$ cat src/rtl/cont_delay_pkg.sv
// Shared types and limits for the inertial delay stage.
package cont_delay_pkg;

    // Scheduler state: nothing scheduled, or one update waiting to commit.
    typedef enum logic {
        IDLE    = 1'b0,
        PENDING = 1'b1
    } state_t;

    // Countdown timer for the scheduled update.
    typedef logic [7:0] timer_t;

    // Largest total delay the 8-bit timer can represent.
    localparam int MAX_DELAY = 255;

endpackage

$ cat src/rtl/sat_counter.sv
// Saturating event counter: counts inc pulses, sticks at all-ones.
module sat_counter #(
    parameter int CNT_W = 16
) (
    input  logic             clk,
    input  logic             rst_n,
    input  logic             inc,
    output logic [CNT_W-1:0] count
);

    // Increment on each inc cycle until the counter is full, then hold.
    always_ff @(posedge clk or negedge rst_n) begin
        if (!rst_n) begin
            count <= '0;
        end else if (inc && (count != {CNT_W{1'b1}})) begin
            count <= count + CNT_W'(1);
        end
    end

endmodule

$ cat src/rtl/inertial_net_stage.sv
// Inertial delay stage: din reaches dout D cycles later only if it held
// steady for the whole window; shorter pulses are swallowed and counted.
//
// Handshake note: there is no valid/ready pair. din is sampled on every
// rising edge; update is a one-cycle strobe marking the cycle after dout
// changed, and pending mirrors the scheduler state for observation.
module inertial_net_stage
    import cont_delay_pkg::*;
#(
    parameter int                 WIDTH        = 1,
    parameter int                 ASSIGN_DELAY = 1,
    parameter int                 NET_DELAY    = 1,
    parameter logic [WIDTH-1:0]   RESET_VAL    = '0,
    parameter int                 CNT_W        = 16
) (
    input  logic             clk,
    input  logic             rst_n,
    input  logic [WIDTH-1:0] din,
    output logic [WIDTH-1:0] dout,
    output logic             pending,
    output logic             update,
    output logic [CNT_W-1:0] cancel_cnt
);

    // Assignment and net delays simply add; one timer covers both.
    localparam int     TOTAL_DELAY = ASSIGN_DELAY + NET_DELAY;
    localparam timer_t RELOAD      = timer_t'(TOTAL_DELAY - 1);

    generate
        if ((TOTAL_DELAY < 1) || (TOTAL_DELAY > MAX_DELAY)) begin : g_bad_delay
            $error("inertial_net_stage: ASSIGN_DELAY + NET_DELAY must be in 1..255");
        end
    endgenerate

    state_t           state;
    timer_t           cnt;
    logic [WIDTH-1:0] pend_val;
    logic             cancel_evt;

    // A scheduled value abandoned before its commit edge (either dropped
    // back to dout or replaced by a third value) counts as one cancel.
    // Commit edges are excluded because cnt == 0 there.
    always_comb begin
        cancel_evt = 1'b0;
        if ((state == PENDING) && (cnt != '0) && (din != pend_val)) begin
            cancel_evt = 1'b1;
        end
    end

    // Scheduler FSM with registered dout/update; a commit always wins over
    // a din change sampled on the same edge, and that change is rescheduled.
    always_ff @(posedge clk or negedge rst_n) begin
        if (!rst_n) begin
            state    <= IDLE;
            cnt      <= '0;
            pend_val <= RESET_VAL;
            dout     <= RESET_VAL;
            update   <= 1'b0;
        end else begin
            update <= 1'b0;
            case (state)
                IDLE: begin
                    if (din != dout) begin
                        state    <= PENDING;
                        pend_val <= din;
                        cnt      <= RELOAD;
                    end
                end
                PENDING: begin
                    if (cnt == '0) begin
                        dout   <= pend_val;
                        update <= 1'b1;
                        if (din == pend_val) begin
                            state <= IDLE;
                        end else begin
                            pend_val <= din;
                            cnt      <= RELOAD;
                        end
                    end else if (din == pend_val) begin
                        cnt <= cnt - 8'd1;
                    end else if (din == dout) begin
                        state <= IDLE;
                    end else begin
                        pend_val <= din;
                        cnt      <= RELOAD;
                    end
                end
                default: begin
                    state <= IDLE;
                end
            endcase
        end
    end

    assign pending = (state == PENDING);

    sat_counter #(
        .CNT_W(CNT_W)
    ) u_cancel_counter (
        .clk  (clk),
        .rst_n(rst_n),
        .inc  (cancel_evt),
        .count(cancel_cnt)
    );

endmodule

$ cat config.mk
export PLATFORM = sky130hd
export DESIGN_NAME = inertial_net_stage
export DESIGN_NICKNAME = d
export VERILOG_FILES = /design/src/rtl/cont_delay_pkg.sv /design/src/rtl/sat_counter.sv /design/src/rtl/inertial_net_stage.sv
export SDC_FILE = /design/constraint.sdc
export NUM_CORES = 1
export LEC_CHECK = 0
export ABC_AREA = 1
export BUFFER_PORTS_ARGS = -buffer_cell sky130_fd_sc_hd__clkbuf_2
export CAP_MARGIN = 5
export CORE_UTILIZATION = 35
export CTS_CLUSTER_SIZE = 40
export DETAILED_ROUTE_END_ITERATION = 10
export PLACE_DENSITY = 0.52
export SLEW_MARGIN = 30
export SYNTH_ARGS = -nofsm -noshare
export SYNTH_HDL_FRONTEND = slang
export SYNTH_HIERARCHICAL = 1
export SYNTH_SLANG_ARGS = --single-unit
$ cat constraint.sdc
create_clock -name clk -period 2.15 [get_ports clk]
set_clock_uncertainty 0.1 [all_clocks]
set_input_delay 0.43 -clock clk [delete_from_list [all_inputs] [get_ports clk]]
set_output_delay 0.43 -clock clk [all_outputs]
set_load 0.02 [all_outputs]
Word level (Yosys, flattened, before mapping). Index checks and enable logic that the tools add are counted.

Add/subtract/negate cells: 2. Multiply operators: 0. Div/mod/pow operators: 0. Order comparisons: 0. Equal/unequal tests: 10. Shift operators: 0. Multiplexer cells: 21. Bitwise gates (word level): 1. Reductions and logical operators: 8.

Operators with widths (count): $mux 8 (5); $add 16x1->16 const B (1); $ne 16x16->1 const B (1); $pmux 8 s2 (1); $mux 1 (13); $logic_not 8->1 (1); $reduce_bool 8->1 (1); $sub 8x1->8 const B (1); $ne 3x3->1 const B (2); $reduce_and 3->1 (2); $ne 2x2->1 const B (2); $ne 4x4->1 const B (1); $pmux 1 s2 (2); $logic_and 1x1->1 (3); $eq 1x1->1 (2); $ne 1x1->1 (2); $reduce_and 2->1 (1); $not 1->1 (1).

Bits in registers: 28. Bits in latches: 0. Bits in writable memories: 0. Memory bits (read-only): 0. Output and inout port bits: 19. Word-level logic and storage cells: 48. Memories kept: 0.

Logic depth before layout (Yosys ltp).
Depth after elaboration: 5. Mapped depth: 13.

By module. Netlist, hierarchy kept.

By module, submodules not included: sat_counter (instances 1, cells an instance 149, area each 1058.5 um^2, sequential area each 400.4 um^2); inertial_net_stage (instances 1, cells an instance 100, area each 740.7 um^2, sequential area each 300.3 um^2).

Worst setup path after synthesis. Ideal clock, no wire load.

Path kind: register -> register. From: register cnt[0]. To: register u_cancel_counter.count[15]. Arrival time: 1.600 ns. Setup slack: 0.337 ns. Cell stages (with the launch flop): 13. Buffers on the path: 0. Clock period less this slack: 1.813 ns. Cell sequence: dfrtp_1 > inv_1 > ha_1 > nand2_1 > nor2_4 > nor3_1 > inv_1 > nor2_1 > nand2_1 > nor2_1 > nand3_1 > nand2_1 > inv_1.

Word-level cells in the longest chain between the ends: 5.

RTL lines: start, declared (RTL line inertial_net_stage.sv:36) `timer_t cnt;`; start signal, assigned (RTL line inertial_net_stage.sv:80) `cnt <= cnt - 8'd1;`; $reduce_bool 8->1 (RTL line inertial_net_stage.sv:45) `if ((state == PENDING) && (cnt != '0) && (din != pend_val)) begin`; $logic_and 1x1->1 (2 in series) (RTL line inertial_net_stage.sv:45); $mux 1 (RTL line inertial_net_stage.sv:45); via cancel_evt (RTL line inertial_net_stage.sv:38) `logic cancel_evt;`; $logic_and 1x1->1 (RTL line sat_counter.sv:15) `end else if (inc && (count != {CNT_W{1'b1}})) begin`; end signal, assigned (RTL line sat_counter.sv:16) `count <= count + CNT_W'(1);`; end, declared (RTL line sat_counter.sv:8) `output logic [CNT_W-1:0] count`.

The timed path passes the listed nets, and every way through them passes these cells. A chain may end at the register's enable or synchronous reset.

Worst setup path after layout.
From: register cnt[0]. To: register u_cancel_counter.count[10].

The elaborated chain is that of the path after synthesis.

==> metrics.yaml <==
run_status:
  status: "complete, no violations"
critical_path:
  crit_chain: "inv_1, ha_1, nand2_1, nor2_4, nor3_1, inv_1, nor2_4, nand2_1, o21ai_2"
  worstSetupEndpointType: "flip-flop"
  path_class: "flip-flop to flip-flop"
  cp_num_buf_inv: 2
  crit_family: "simple AND/OR/NAND/NOR gates"
  arrival_ps: 1960
  max_stage_delay_ps: 360
  cp-start-kind: "flip-flop"
  required_ps: 2270
  critPathMaxFanout: 16
  worst_path_max_delay_cell: "dfrtp_1"
timing:
  relSlewSlack_pct: 51.9
  period_share_pct: 85.6
  tightestPinTransition_ps: 722
  timing_hold_violations_final: 0
  rsz0062_at_grt: "false"
  tns_ps: 0
  final_max_slew_viol_count: 0
  fmaxAchievable_ghz: 0.543
  setup-violations-final: 0
  period_needed_ps: 1840
pwr:
  power_mw: 2.38
  share_seq_of_total_power_pct: 33.9
  peakVddDrop_mv: 0.871
  switchingPower_mw: 1.09
  p_int_mw: 1.29
  p_leak_nw: 1.03
  pwr-share-clk_pct: 17.8
  p_per_area_nw_per_um2: 1160
  switching_share_pct: 45.8
  combPwrFrac_pct: 48.4
global_routing:
  gr-usage-all-layers_pct: 15.9
  grt_antenna_before_repair: 0
  grt_pass1_wl_um: 6630
  grt_overflow: 0
  grt_pass1_vias: 1473
  grt_max_degree: 29
floorplanning:
  fp.dieH_um: 73.7
  core_area_um2: 4850
  start_util_pct: 37.1
  ioPinCount: 22
  die_area_um2: 5430
  die_w_um: 73.7
  placementRows: 25
placement:
  port-buffer-count: 21
  place_hpwl_um: 2820
  place.gp.congestion: 0.745
clocking:
  cts_buffers: 3
  clock_sinks: 28
  clock_latency_ps: 280
  cts_tree: "built"
  cts_setup_buffers: 0
  clk_root_buffer_cell: "clkbuf_8"
  cts.repair.resized: 0
  clockBufferDepth: 2
  clkTransAtPathRegs_ps: 110
  hold_buffers: 0
  htree_levels: 1
route:
  num_vias: 1551
  via_per_inst: 4.55
  drcViolationCount: 0
  drt_iter0_drc: 63
  wl_per_cell_um: 11.1
  ant_nets: 0
  wirelength_um: 3770
  first_pass_iters: 4
synth:
  synth_common_cells: "nand2_1 (89), inv_1 (30), dfrtp_1 (28)"
  synth_most_common_cell: "nand2_1"
  synth_edf_count: 0
  synth_area_leaders: "dfrtp_1 (39%), nand2_1 (19%), inv_1 (6.3%), nor2_1 (5.4%), nand3_1 (4.2%)"
  yosysTopAreaCell: "dfrtp_1"
  syn_inst: 249
  yosysTopAreaCellShare_pct: 38.9
  synth_warnings: 6
  async_flop_share_pct: 100
  syn_nets: 255
  ys_seq_area_share_pct: 38.9
  syn_area_um2: 1800
  syn_avg_cell_area_um2: 7.23
  ys_types: 20
  synth_seq_cells: 28
  ys.flop_type: "dfrtp_1"
final_layout:
  final_nets: 281
  antennaDiodeCount: 0
  syn_to_final_growth_pct: 14.0
  drive_gt1_share_pct: 19.7
  final_util_pct: 42.3
job:
  cap_violations: 0
hold_path:
  hp-class: "primary input to asynchronous set/reset pin"
==> power by group through the flow <==
stage	Combinational, mW	Sequential (mW)	Clock (mW)
2_1_floorplan	0.865	0.870	0
3_3_place_gp	1.16	0.820	0
3_5_place_dp	1.17	0.818	0
4_1_cts	1.17	0.809	0.444
5_1_grt	1.32	0.833	0.460
6_report	1.15	0.807	0.423
==> cells by family after synthesis <==
group | count (synthesis) | share of synthesized area (%)
AND/OR/NAND/NOR | 162 | 42.8
buffers and inverters | 34 | 7.93
flip-flops | 28 | 38.9
AO/OA/AOI/OAI | 14 | 4.31
XOR/XNOR | 8 | 3.89
adder cells (fa/ha/maj) | 3 | 2.09
==> path summary, 6_finish.rpt <==
check / start / to / slack [ps] / depth (start not counted)
worst max-delay path: cnt[0]$_DFFE_PN0P_ / u_cancel_counter/count[10]$_DFFE_PN0P_ / 310 / 9
worst min-delay path: rst_n / u_cancel_counter/count[9]$_DFFE_PN0P_ / 80 / 1
worst max register to register: cnt[0]$_DFFE_PN0P_ / u_cancel_counter/count[10]$_DFFE_PN0P_ / 310 / 9
worst min register to register: cnt[0]$_DFFE_PN0P_ / cnt[0]$_DFFE_PN0P_ / 400 / 2
max in group asynchronous: rst_n / cnt[0]$_DFFE_PN0P_ / 1400 / 1
min in group clk: din / pend_val$_DFFE_PN0P_ / 340 / 3
==> final cells by class <==
type	count	area, um^2
timing repair buffer	23	120
fill	527	2800
multi-input combinational	187	956
clock inverter	1	30.0
tap	67	83.8
clock buffer	3	41.3
sequential	28	701
inverter	32	120
==> registers in the layout (all words and copies together), names as in the netlist <==
signal                  count
cnt                         8
dout                        1
pend_val                    1
pending                     1
u_cancel_counter/count     16
update                      1
==> layout by cell type (no fill, tap or decap) <==
cell / synthesis / final
o21ai_0: 12 / 12
nor2_4: 6 / 6
xnor2_1: 6 / 6
inv_1: 30 / 30
nand2_1: 89 / 89
ha_1: 3 / 3
dfrtp_1: 28 / 28
clkbuf_2: 0 / 21
xor2_1: 2 / 2
nor2_2: 5 / 5
inv_2: 2 / 2
nand4_4: 1 / 1
nand2_4: 4 / 4
nand3_1: 15 / 15
bufinv_16: 0 / 1
buf_4: 0 / 2
or2_0: 1 / 1
nor2_1: 26 / 26
o21ai_2: 2 / 2
nand4_1: 7 / 7
nand2_2: 7 / 7
nor3_1: 1 / 1
clkbuf_8: 0 / 3
==> per-layer routing <==
layer | track usage, % | wire length (um)
met1 | 20.0 | 1870
met2 | 28.1 | 1770
met3 | 2.88 | 118
met4 | 3.21 | 17
met5 | 0 | 0
==> per-stage QoR <==
stage	instances	hold slack [ps]	worst slack [ps]	area, um^2
2_1_floorplan	249	34.4	337	1800
3_3_place_gp	337	362	324	1980
3_5_place_dp	337	382	298	1980
4_1_cts	341	122	290	2050
5_1_grt	341	148	79.2	2050
6_report	341	83.3	309	2050
Power figures use the tool's default switching activity.
